===== config.mk =====
export PLATFORM = sky130hd
export DESIGN_NAME = clk_gen_downsampler
export DESIGN_NICKNAME = d
export VERILOG_FILES = /design/src/rtl/clk_gen_downsampler.sv
export SDC_FILE = /design/constraint.sdc
export NUM_CORES = 1
export LEC_CHECK = 0
export CAP_MARGIN = 0
export CORE_MARGIN = 8
export CORE_UTILIZATION = 60
export DETAILED_ROUTE_END_ITERATION = 8
export DONT_BUFFER_PORTS = 1
export PLACE_DENSITY_LB_ADDON = 0.08
export SYNTH_ARGS = -nofsm -noshare
export SYNTH_HDL_FRONTEND = slang
export SYNTH_SLANG_ARGS = --single-unit

===== constraint.sdc =====
create_clock -name clk_i -period 1.8 [get_ports clk_i]
set_input_delay 0.27 -clock clk_i [delete_from_list [all_inputs] [get_ports clk_i]]
set_output_delay 0.27 -clock clk_i [all_outputs]
set_load 0.02 [all_outputs]

===== src/rtl/clk_gen_downsampler.sv =====
// Programmable glitch-free clock divider with a 50% duty cycle.
// clk_i is the ring-oscillator output, and all logic runs on its rising edge.
// Output period is 2*(ratio+1) input cycles. tick_o pulses in the cycle clk_o rises.
// A new ratio arrives on a valid/ready handshake. It is staged first, then applied at a
// falling toggle, so every output phase is a whole number of ratio+1 cycles.
// Optional feature: define CLK_GEN_DS_LOCK_EN to add lock_o. lock_o asserts after
// lock_periods_p complete output periods with no ratio change.
module clk_gen_downsampler #(
  parameter int unsigned width_p        = 8,
  parameter int unsigned init_ratio_p   = 0,
  parameter int unsigned lock_periods_p = 4
) (
  input  logic               clk_i,
  input  logic               reset_i,
  input  logic               val_i,
  input  logic [width_p-1:0] ratio_i,
  output logic               ready_o,
  output logic               clk_o,
  output logic               tick_o
`ifdef CLK_GEN_DS_LOCK_EN
  ,
  output logic               lock_o
`endif
);

  logic [width_p-1:0] cnt_q, cnt_d;
  logic [width_p-1:0] ratio_q, ratio_d;
  logic [width_p-1:0] pend_ratio_q, pend_ratio_d;
  logic               pending_q, pending_d;
  logic               clk_q, clk_d;
  logic               tick_q, tick_d;
  logic               ready_q, ready_d;

  logic toggle;
  logic fall;
  logic apply;
  logic accept;

  // Event decode: a toggle ends the current phase. The staged ratio is applied only
  // on a falling toggle, so the low phase that follows already uses it.
  always_comb begin
    toggle = (cnt_q == ratio_q);
    fall   = toggle & clk_q;
    apply  = fall & pending_q;
    accept = val_i & ready_q;
  end

  // Next-state logic for the counter, the output clock and the staging register.
  always_comb begin
    cnt_d        = cnt_q + 1'b1;
    clk_d        = clk_q;
    tick_d       = 1'b0;
    ratio_d      = ratio_q;
    pend_ratio_d = pend_ratio_q;
    pending_d    = pending_q;

    if (toggle) begin
      cnt_d  = '0;
      clk_d  = ~clk_q;
      tick_d = ~clk_q;
    end

    if (apply) begin
      ratio_d   = pend_ratio_q;
      pending_d = 1'b0;
    end

    // Apply and accept never collide: ready_q is low whenever pending_q is high.
    if (accept) begin
      pend_ratio_d = ratio_i;
      pending_d    = 1'b1;
    end

    ready_d = ~pending_d;
  end

  // State registers with synchronous reset. Reset discards any staged ratio.
  always_ff @(posedge clk_i) begin
    if (reset_i) begin
      cnt_q        <= '0;
      clk_q        <= 1'b0;
      tick_q       <= 1'b0;
      ratio_q      <= width_p'(init_ratio_p);
      pend_ratio_q <= '0;
      pending_q    <= 1'b0;
      ready_q      <= 1'b1;
    end else begin
      cnt_q        <= cnt_d;
      clk_q        <= clk_d;
      tick_q       <= tick_d;
      ratio_q      <= ratio_d;
      pend_ratio_q <= pend_ratio_d;
      pending_q    <= pending_d;
      ready_q      <= ready_d;
    end
  end

  assign clk_o   = clk_q;
  assign tick_o  = tick_q;
  assign ready_o = ready_q;

`ifdef CLK_GEN_DS_LOCK_EN
  localparam int unsigned LockW = (lock_periods_p < 1) ? 1 : $clog2(lock_periods_p + 1);
  localparam logic [LockW-1:0] LockMax = LockW'(lock_periods_p);

  logic [LockW-1:0] per_cnt_q, per_cnt_d;
  logic             lock_q, lock_d;

  // Count unchanged full periods, saturating at the limit. Any apply restarts the count.
  always_comb begin
    per_cnt_d = per_cnt_q;
    if (apply) begin
      per_cnt_d = '0;
    end else if (fall && (per_cnt_q != LockMax)) begin
      per_cnt_d = per_cnt_q + 1'b1;
    end
    lock_d = (per_cnt_d == LockMax);
  end

  // Lock state registers.
  always_ff @(posedge clk_i) begin
    if (reset_i) begin
      per_cnt_q <= '0;
      lock_q    <= 1'b0;
    end else begin
      per_cnt_q <= per_cnt_d;
      lock_q    <= lock_d;
    end
  end

  assign lock_o = lock_q;
`endif

endmodule


==> results.sh, run 1 <==
export IMPL_yosys_warnings=0
export IMPL_core_area_um2=1900
export IMPL_synth_area_leader_cell="dfxtp_1"
export IMPL_hold_viol=0
export IMPL_clkLatencyLatePin_ps=340
export IMPL_cts_resized=0
export IMPL_syn_inst=126
export IMPL_relSlewSlack_pct=72.0
export IMPL_p_per_area_nw_per_um2=955
export IMPL_cp_required_ps=2070
export IMPL_finClkSkew_ps=14.4
export IMPL_crit_fanout=8
export IMPL_place_hpwl_mm=1.47
export IMPL_ant_nets=0
export IMPL_nNetsFinal=142
export IMPL_setup_ws_ps=241
export IMPL_track_usage_pct=13.0
export IMPL_grt_pass1_wl_mm=3.45
export IMPL_synth_seq_cells=28
export IMPL_worst_slew_pin_slew_ps=418
export IMPL_synth_area_um2=1160
export IMPL_die_area_um2=3600
export IMPL_finalSetupViolations=0
export IMPL_dr_pass1_iters=4
export IMPL_grt_max_degree=20
export IMPL_drt_wirelength_per_cell_um=12.9
export IMPL_crit_chain="xnor2_1 > nand4_2 > nor3_4 > buf_4 > mux2i_1"
export IMPL_start_util_pct=61.1
export IMPL_max_clock_freq_mhz=642
export IMPL_drtIter0Drc=10
export IMPL_status="completed"
export IMPL_synth_cell_types=24
export IMPL_vias_per_cell=5.06
export IMPL_syn2layout_area_growth_pct=6.89
export IMPL_drc_errors=0
export IMPL_cts_tree="built"
export IMPL_rsz0062_at_grt="no"
export IMPL_tns_ps=0
export IMPL_cp_slowest_cell="dfxtp_1"
export IMPL_drv_cap=0
export IMPL_cts_made_buffers=3
export IMPL_clk_path_buf_depth=2
export IMPL_avgSynthCellArea_um2=9.23
export IMPL_cts_sinks=28
export IMPL_slew_viol_final=0
export IMPL_use_met1_pct=14.2
export IMPL_grt_busiest_layer="met2"
export IMPL_yosysMostFrequentCell="dfxtp_1"
export IMPL_htreeDepth=1
export IMPL_synth_nets=138
export IMPL_yosys_top_cells_area="dfxtp_1, xnor2_1, nand2b_1"
export IMPL_peakVddDrop_mv=0.767
export IMPL_die_width_um=60.0
export IMPL_fin_crit_sh_pct=86.6
export IMPL_dpl_worst_slack_ps=295
export IMPL_drt_total_wl_mm=2.01
export IMPL_grt_overflow_total=0
export IMPL_cts_root_buf="clkbuf_4"
export IMPL_critPathLaunchType="flip-flop"
export IMPL_first_global_vias=836
export IMPL_synth_top_cell_area_share_pct=48.2
export IMPL_slowest_delay_ps=460
export IMPL_leakage_nw=0.412
export IMPL_criticalPathCategory="reg2reg"
export IMPL_rows=16
export IMPL_gp_congestion=0.787
export IMPL_ys_seq_area_share_pct=48.2
export IMPL_synth_async_sr_flop_share_pct=0
export IMPL_vias=789
export IMPL_cp_data_arrival_time_ps=1820
export IMPL_io_buffers=0
export IMPL_drive_gt1_share_pct=6.20
export IMPL_synth_common_cells="dfxtp_1, nand2_1, nand2b_1, xnor2_1, nor2_1"
export IMPL_endpoint_kind="flip-flop"
export IMPL_antenna_found_initial=0
export IMPL_synthFlopType="dfxtp_1"
export IMPL_clkTransAtPathRegs_ps=150
export IMPL_dieHeight_um=60.0
export IMPL_worstHoldPathType="in2reg"
export IMPL_grtUsageMet2_pct=21.4
export IMPL_io_pins=14
export IMPL_synth_edff_count=0
export IMPL_period_minus_slack_ps=1560
export IMPL_diodes=0
export IMPL_grt_util_met3_pct=3.44
==> where the power goes <==
group	total [mW]	switching [mW]	internal, mW
logic	0.159	0.0880	0.0713
clock network	0.308	0.184	0.124
registers	0.719	0.0552	0.663
total	1.19	0.327	0.859
==> per-layer routing <==
layer	vias to the layer above	wire (um)
met5	-	0
met4	0	68
met3	6	58
met2	13	934
met1	350	947
li1	420	-
==> logic make-up (layout without fill, tap and decap cells) <==
logic type	after synthesis	in the layout	synth area share (%)
and+or+nand+nor	57	57	25.1
xor gates and xnor gates	14	14	10.5
muxes	8	8	6.89
buffers and inverters	5	8	1.61
adders and majority gates	1	1	1.08
DFF	28	28	48.2
AOI/OAI and AO/OA	13	13	6.57
==> flip-flops by register name, indices dropped and copies added (netlist names) <==
register and count:
tick_o 1, pend_ratio_q 8, pending_q 1, ratio_q 8, ready_o 1, clk_o 1, cnt_q 8
==> per-stage QoR <==
stage               utilization, %  hold slack [ps]  instance area [um^2]  instances  power (mW)
detailed placement            62.9              344                  1200        151       0.888
global route                  65.3             34.2                  1240        156        1.24
floorplan                        -              406                  1160        126       0.855
CTS                           65.3             36.5                  1240        156        1.19
finish                        65.3             39.6                  1240        156        1.19
global placement              62.9              342                  1200        151       0.882
==> layout make-up <==
| type | instances | area [um^2] |
|---|---|---|
| fillers | 180 | 659 |
| repair buffers | 3 | 25.0 |
| well taps | 27 | 33.8 |
| inverters | 1 | 3.75 |
| multi-input cells | 93 | 583 |
| clock buffers | 4 | 36.3 |
| flip-flops and latches | 28 | 561 |
==> repair_timing <==
| item | CTS | global route |
|---|---|---|
| buffers inserted | 0 | 0 |
| endpoints found under the hold margin | 11 | 0 |
| hold buffers | 1 | 0 |
==> final timing paths <==
path / from / to / slack (ps) / depth (start not counted)
min: reset_i / ready_o / 40 / 1
max reg2reg: cnt_q[5] / ratio_q[5] / 240 / 5
min reg2reg: pend_ratio_q[5] / pend_ratio_q[5] / 470 / 2
max: cnt_q[5] / ratio_q[5] / 240 / 5
==> layout by cell type (no fill, tap or decap) <==
cell type | synthesis | layout
mux2i_1 | 8 | 8
o21ai_0 | 1 | 1
nor4_1 | 1 | 1
nand4_2 | 1 | 1
nand2b_1 | 16 | 16
a21oi_1 | 9 | 9
nor3_4 | 1 | 1
and3_1 | 1 | 1
nand4_1 | 1 | 1
inv_1 | 1 | 1
nand3_1 | 2 | 2
a311oi_1 | 1 | 1
and2_1 | 1 | 1
xnor2_1 | 12 | 12
o21bai_1 | 1 | 1
clkbuf_8 | 0 | 1
buf_4 | 0 | 2
nor2_1 | 11 | 11
dlygate4sd3_1 | 0 | 1
dfxtp_1 | 28 | 28
nand2_1 | 20 | 20
or3_1 | 1 | 1
a311o_1 | 1 | 1
xor2_1 | 2 | 2
ha_1 | 1 | 1
nor3_1 | 1 | 1
clkbuf_4 | 0 | 3
==> worst max-delay path, delay by kind of cell, from the launching register on <==
family	cells	cell delay (ps)
flops	1	460
simple gates	2	450
buf+inv	1	210
mux	1	190
xor+xnor	1	170
(Power assumes the default switching activity.)
==> inputs of run 2 (changes only) <==
--- a/config.mk
+++ b/config.mk
@@ -5,6 +5,7 @@
 export SDC_FILE = /design/constraint.sdc
 export NUM_CORES = 1
 export LEC_CHECK = 0
+export ABC_CLOCK_PERIOD_IN_PS = 1800
 export CAP_MARGIN = 0
 export CORE_MARGIN = 8
 export CORE_UTILIZATION = 60
==> results of run 2 <==
Same layout as run 1: the final DEF is identical, and so are final timing and power.
==> RTL change 1, RTL diff (settings of run 1) <==
The parameter `width_p` goes from 8 to 12.
--- a/src/rtl/clk_gen_downsampler.sv
+++ b/src/rtl/clk_gen_downsampler.sv
@@ -7,5 +7,5 @@
 // lock_periods_p complete output periods with no ratio change.
 module clk_gen_downsampler #(
-  parameter int unsigned width_p        = 8,
+  parameter int unsigned width_p        = 12,
   parameter int unsigned init_ratio_p   = 0,
   parameter int unsigned lock_periods_p = 4
Ports: changed (resized ratio_i); port bits go from 14 to 18. The function was not compared with the original's and may differ.
==> RTL change 1 against run 1 <==
- cell area grew 46%
- utilization grew 1.7 points
- count of clock-buffer cells in the layout grew 2
- via count grew 55%
- hold slack lost 0.0037 ns
- sequential cell count grew 12
- worst setup slack lost 0.090 ns
- routed wire length grew 58%
- total power grew 61%
- area after synthesis grew 46%
- critical path type unchanged
- critical endpoint is now clk_o
- largest cell class unchanged
==> RTL change 1: results (changes against run 1) <==
- DP HPWL: 2300 microns (+57%)
- Met1 Wirelength: 1500 microns (+59%)
- First-pass GRT wire length: 5690 microns (+65%)
- NumNets Final: 214 (+51%)
- Total track usage: 14.0% (+0.96 points)
- Max-cap violations: 0 (unchanged)
- Top flop regs: cnt_q (12), pend_ratio_q (12), ratio_q (12)
- Peak supply drop: 0.000920 V (+20%)
- Met3 usage: 4.72% (+1.3 points)
- Internal reg-to-reg setup slack: 0.15 ns (-0.09 ns)
- Top cells by count, synth: nand2_1 (54), dfxtp_1 (40), xnor2_1 (18)
- Met2 WL: 1550 microns (+66%)
- Vias: 1221 (+55%)
- FFs w/ async S/R, synth: 0% (unchanged)
- Largest net degree at the start of global routing: 26 (+30%)
- # H-tree levels: 2 (+1)
- Number of buffers created by CTS: 5 (+2)
- M1 GR Usage: 15.4% (+1.2 points)
- Worst Path Arrival: 1.90 ns (+0.08 ns)
- Final Skew: 0.0107 ns (-0.00366 ns)
- Met2 usage: 24.2% (+2.8 points)
- Post-synthesis sequential area ratio: 47.2% (-0.99 points)
- Synth unique cells: 27 (+13%)
- Status: finished, final reports clean
- Layout cell share with drive strength beyond 1: 9.05% (+2.8 points)
- Top post-synthesis cells by area: dfxtp_1 (47%), nand2_1 (12%), xnor2_1 (9.3%)
- Vias in the first global route: 1289 (+54%)
- Critical-path maximum fanout: 6 (-2)
- WL/cell: 13.8 microns (+7.3%)
- Maximum clock insertion buffer count: 2 (unchanged)
- DR iter-0 viols: 63 (+53)
- LEAKAGE: 0.597 nW (+45%)
- Relative slew margins: 69.9% (-2.1 points)
- Slowest Stage Delay on Critical Path: 0.52 ns (+0.06 ns)
- RePlAce Congestion: 0.792 (+0.57%)
- Filler instances: 235 (+31%)
- DR WL met3: 98 microns (+69%)
-- RTL change 1: cell types whose count changed after synthesis, sizes merged, moves of 2 or more --
cell / delta
a21oi: +3
buf: +4
dfxtp: +12
inv: +2
mux2i: +4
nand2: +34
nand2b: -16
nand3: +3
nand4: +4
nor2: +5
nor3: +3
xnor2: +8
-- RTL change 1: path summary, 6_finish.rpt --
check / depth (start not counted) / from / end
hold reg to reg: 2 / pend_ratio_q[6] / pend_ratio_q[6]
setup / recovery: 4 / cnt_q[2] / clk_o
setup reg to reg: 4 / cnt_q[2] / clk_o
hold / removal: 1 / reset_i / ready_o
-- RTL change 1: stage by stage --
step,instances,hold slack [ns],instance area (sq um),setup WS [ns]
finish,230,0.0359,1820,0.151
floorplan,194,0.406,1700,0.327
CTS,230,0.0253,1820,0.153
detailed placement,221,0.344,1740,0.184
global route,230,0.0221,1820,0.0558
global placement,221,0.342,1740,0.184
-- RTL change 1: power breakdown --
part	internal [W]	switching (W)	total (W)
clock network	0.000190	0.000288	0.000477
logic	0.000171	0.000237	0.000409
registers	0.000962	0.0000668	0.00103
total	0.00132	0.000592	0.00192
-- RTL change 1: final cells by class --
cell class                 instances  area, sq um  share of cell area (%)
tap                               31         38.8                    2.13
inverter                           3         11.3                   0.620
multi-input combinational        142          840                    46.2
sequential                        40          801                    44.1
clock buffer                       6         51.3                    2.82
clock inverter                     2         15.0                   0.826
timing repair buffer               6         60.1                    3.31
-- RTL change 1: cell families after synthesis --
kind of cell               after synthesis  synth area share, %
and+or+nand+nor                         91                 23.7
muxes                                   13                 7.75
xor gates and xnor gates                22                 12.3
DFF                                     40                 47.2
AOI/OAI and AO/OA                       15                 5.09
buffers and inverters                   12                 3.25
adders and majority gates                1                0.738
==> RTL change 2, RTL diff (flow settings as in run 1) <==
Made on the original files. Add a define of `CLK_GEN_DS_LOCK_EN`.
--- a/src/rtl/clk_gen_downsampler.sv
+++ b/src/rtl/clk_gen_downsampler.sv
@@ -6,4 +6,6 @@
 // Optional feature: define CLK_GEN_DS_LOCK_EN to add lock_o. lock_o asserts after
 // lock_periods_p complete output periods with no ratio change.
+`define CLK_GEN_DS_LOCK_EN
+
 module clk_gen_downsampler #(
   parameter int unsigned width_p        = 8,
Check against the original RTL (old outputs only; new: lock_o): equivalent (Yosys induction, for registers that start in step).
==> RTL change 2 against run 1 <==
- the run now ends with setup timing left
- cell area up 24%
- hold slack better by 0.031 ns
- count of clock-buffer cells in the layout up 1
- sequential cell count up 4
- worst setup slack worse by 0.24 ns
- area after synthesis up 17%
- routed wire length up 34%
- critical path type unchanged
Power is not compared: it rests on default switching activity, and its combinational part moved more than twofold at a synthesized area within 25%.
==> RTL change 2: results (changes against run 1) <==
- Status: finished with violations
- Failing checks: setup timing
- Final setup fails: 1 (+1)
- Slowest library cell on the worst path: or4_1
- Post-synthesis compound-gate area fraction: 7.38% (+0.81 points)
- Vias in the first global route: 1095 (+31%)
- Buffers outside the clock class: 9 (+6)
- NumNets Final: 169 (+19%)
- Clock-cell share of area: 5.19% (+2.3 points)
- Full die area: 4040 sq um (+12%)
- Fraction of area in multi-input gates: 44.9% (-2.0 points)
- CP top delay family: simple AND/OR/NAND/NOR gates
- Utilization after layout: 71.1% (+5.8 points)
- Hold Startpoint: ratio_i[3]
- Non-clock buffer share: 4.79% (+2.8 points)
- Clock transition at path regs: 0.10 ns (-0.05 ns)
- Critical-path maximum fanout: 6 (-2)
- RePlAce Congestion: 0.752 (-4.4%)
- Synth Area in Adders: 2.77% (+1.7 points)
- Vias: 1023 (+30%)
- Worst Path Arrival: 2.07 ns (+0.25 ns)
- Relative slew margins: 49.3% (-23 points)
- Dpl ws: -0.00722 ns (-0.302 ns)
- Hold worst-path end: pend_ratio_q[3]
- Largest net degree at the start of global routing: 23 (+15%)
- Fin worst setup slack: -0.00356 ns (-0.245 ns)
- Mux cell area share after synthesis: 5.90% (-0.99 points)
- Number of buffers created by CTS: 5 (+2)
- WL/cell: 14.6 microns (+13%)
- Layout cell share with drive strength beyond 1: 17.9% (+12 points)
- Sequential share of cell area: 41.8% (-3.3 points)
- Critical R2R Capture: lock_o
- Syn_nets: 158 (+14%)
==> RTL change 2: worst max-delay path by stage <==
stage | endpoint
finish | lock_o
floorplan | per_cnt_q[0]
detailed placement | per_cnt_q[0]
global route | per_cnt_q[0]
CTS | lock_o
global placement | per_cnt_q[0]
==> RTL change 2: repair_timing <==
action,CTS,global route
setup endpoints to repair,1,11
hold buffers,1,0
resized for setup,2,5
hold endpoints to repair,22,0
pin swaps,4,5
setup buffers,3,2
==> RTL change 2: stage by stage <==
step / hold WS [ns] / setup TNS [ns] / instances
after floorplan: 0.346 / 0 / 144
after global placement: 0.342 / 0 / 170
after detailed placement: 0.343 / -0.00722 / 170
after CTS: 0.0568 / 0 / 182
after global routing: 0.0496 / -0.178 / 184
final: 0.0702 / -0.00356 / 184
==> RTL change 2: metal layers <==
metal	wire [microns]	share of wire [%]	vias up	global-route usage, %
met2	1290	48	17	24.2
met4	56	2.1	0	7.80
met5	0	0	-	0
met1	1240	46	489	13.4
li1	-	-	512	-
met3	105	3.9	5	6.89
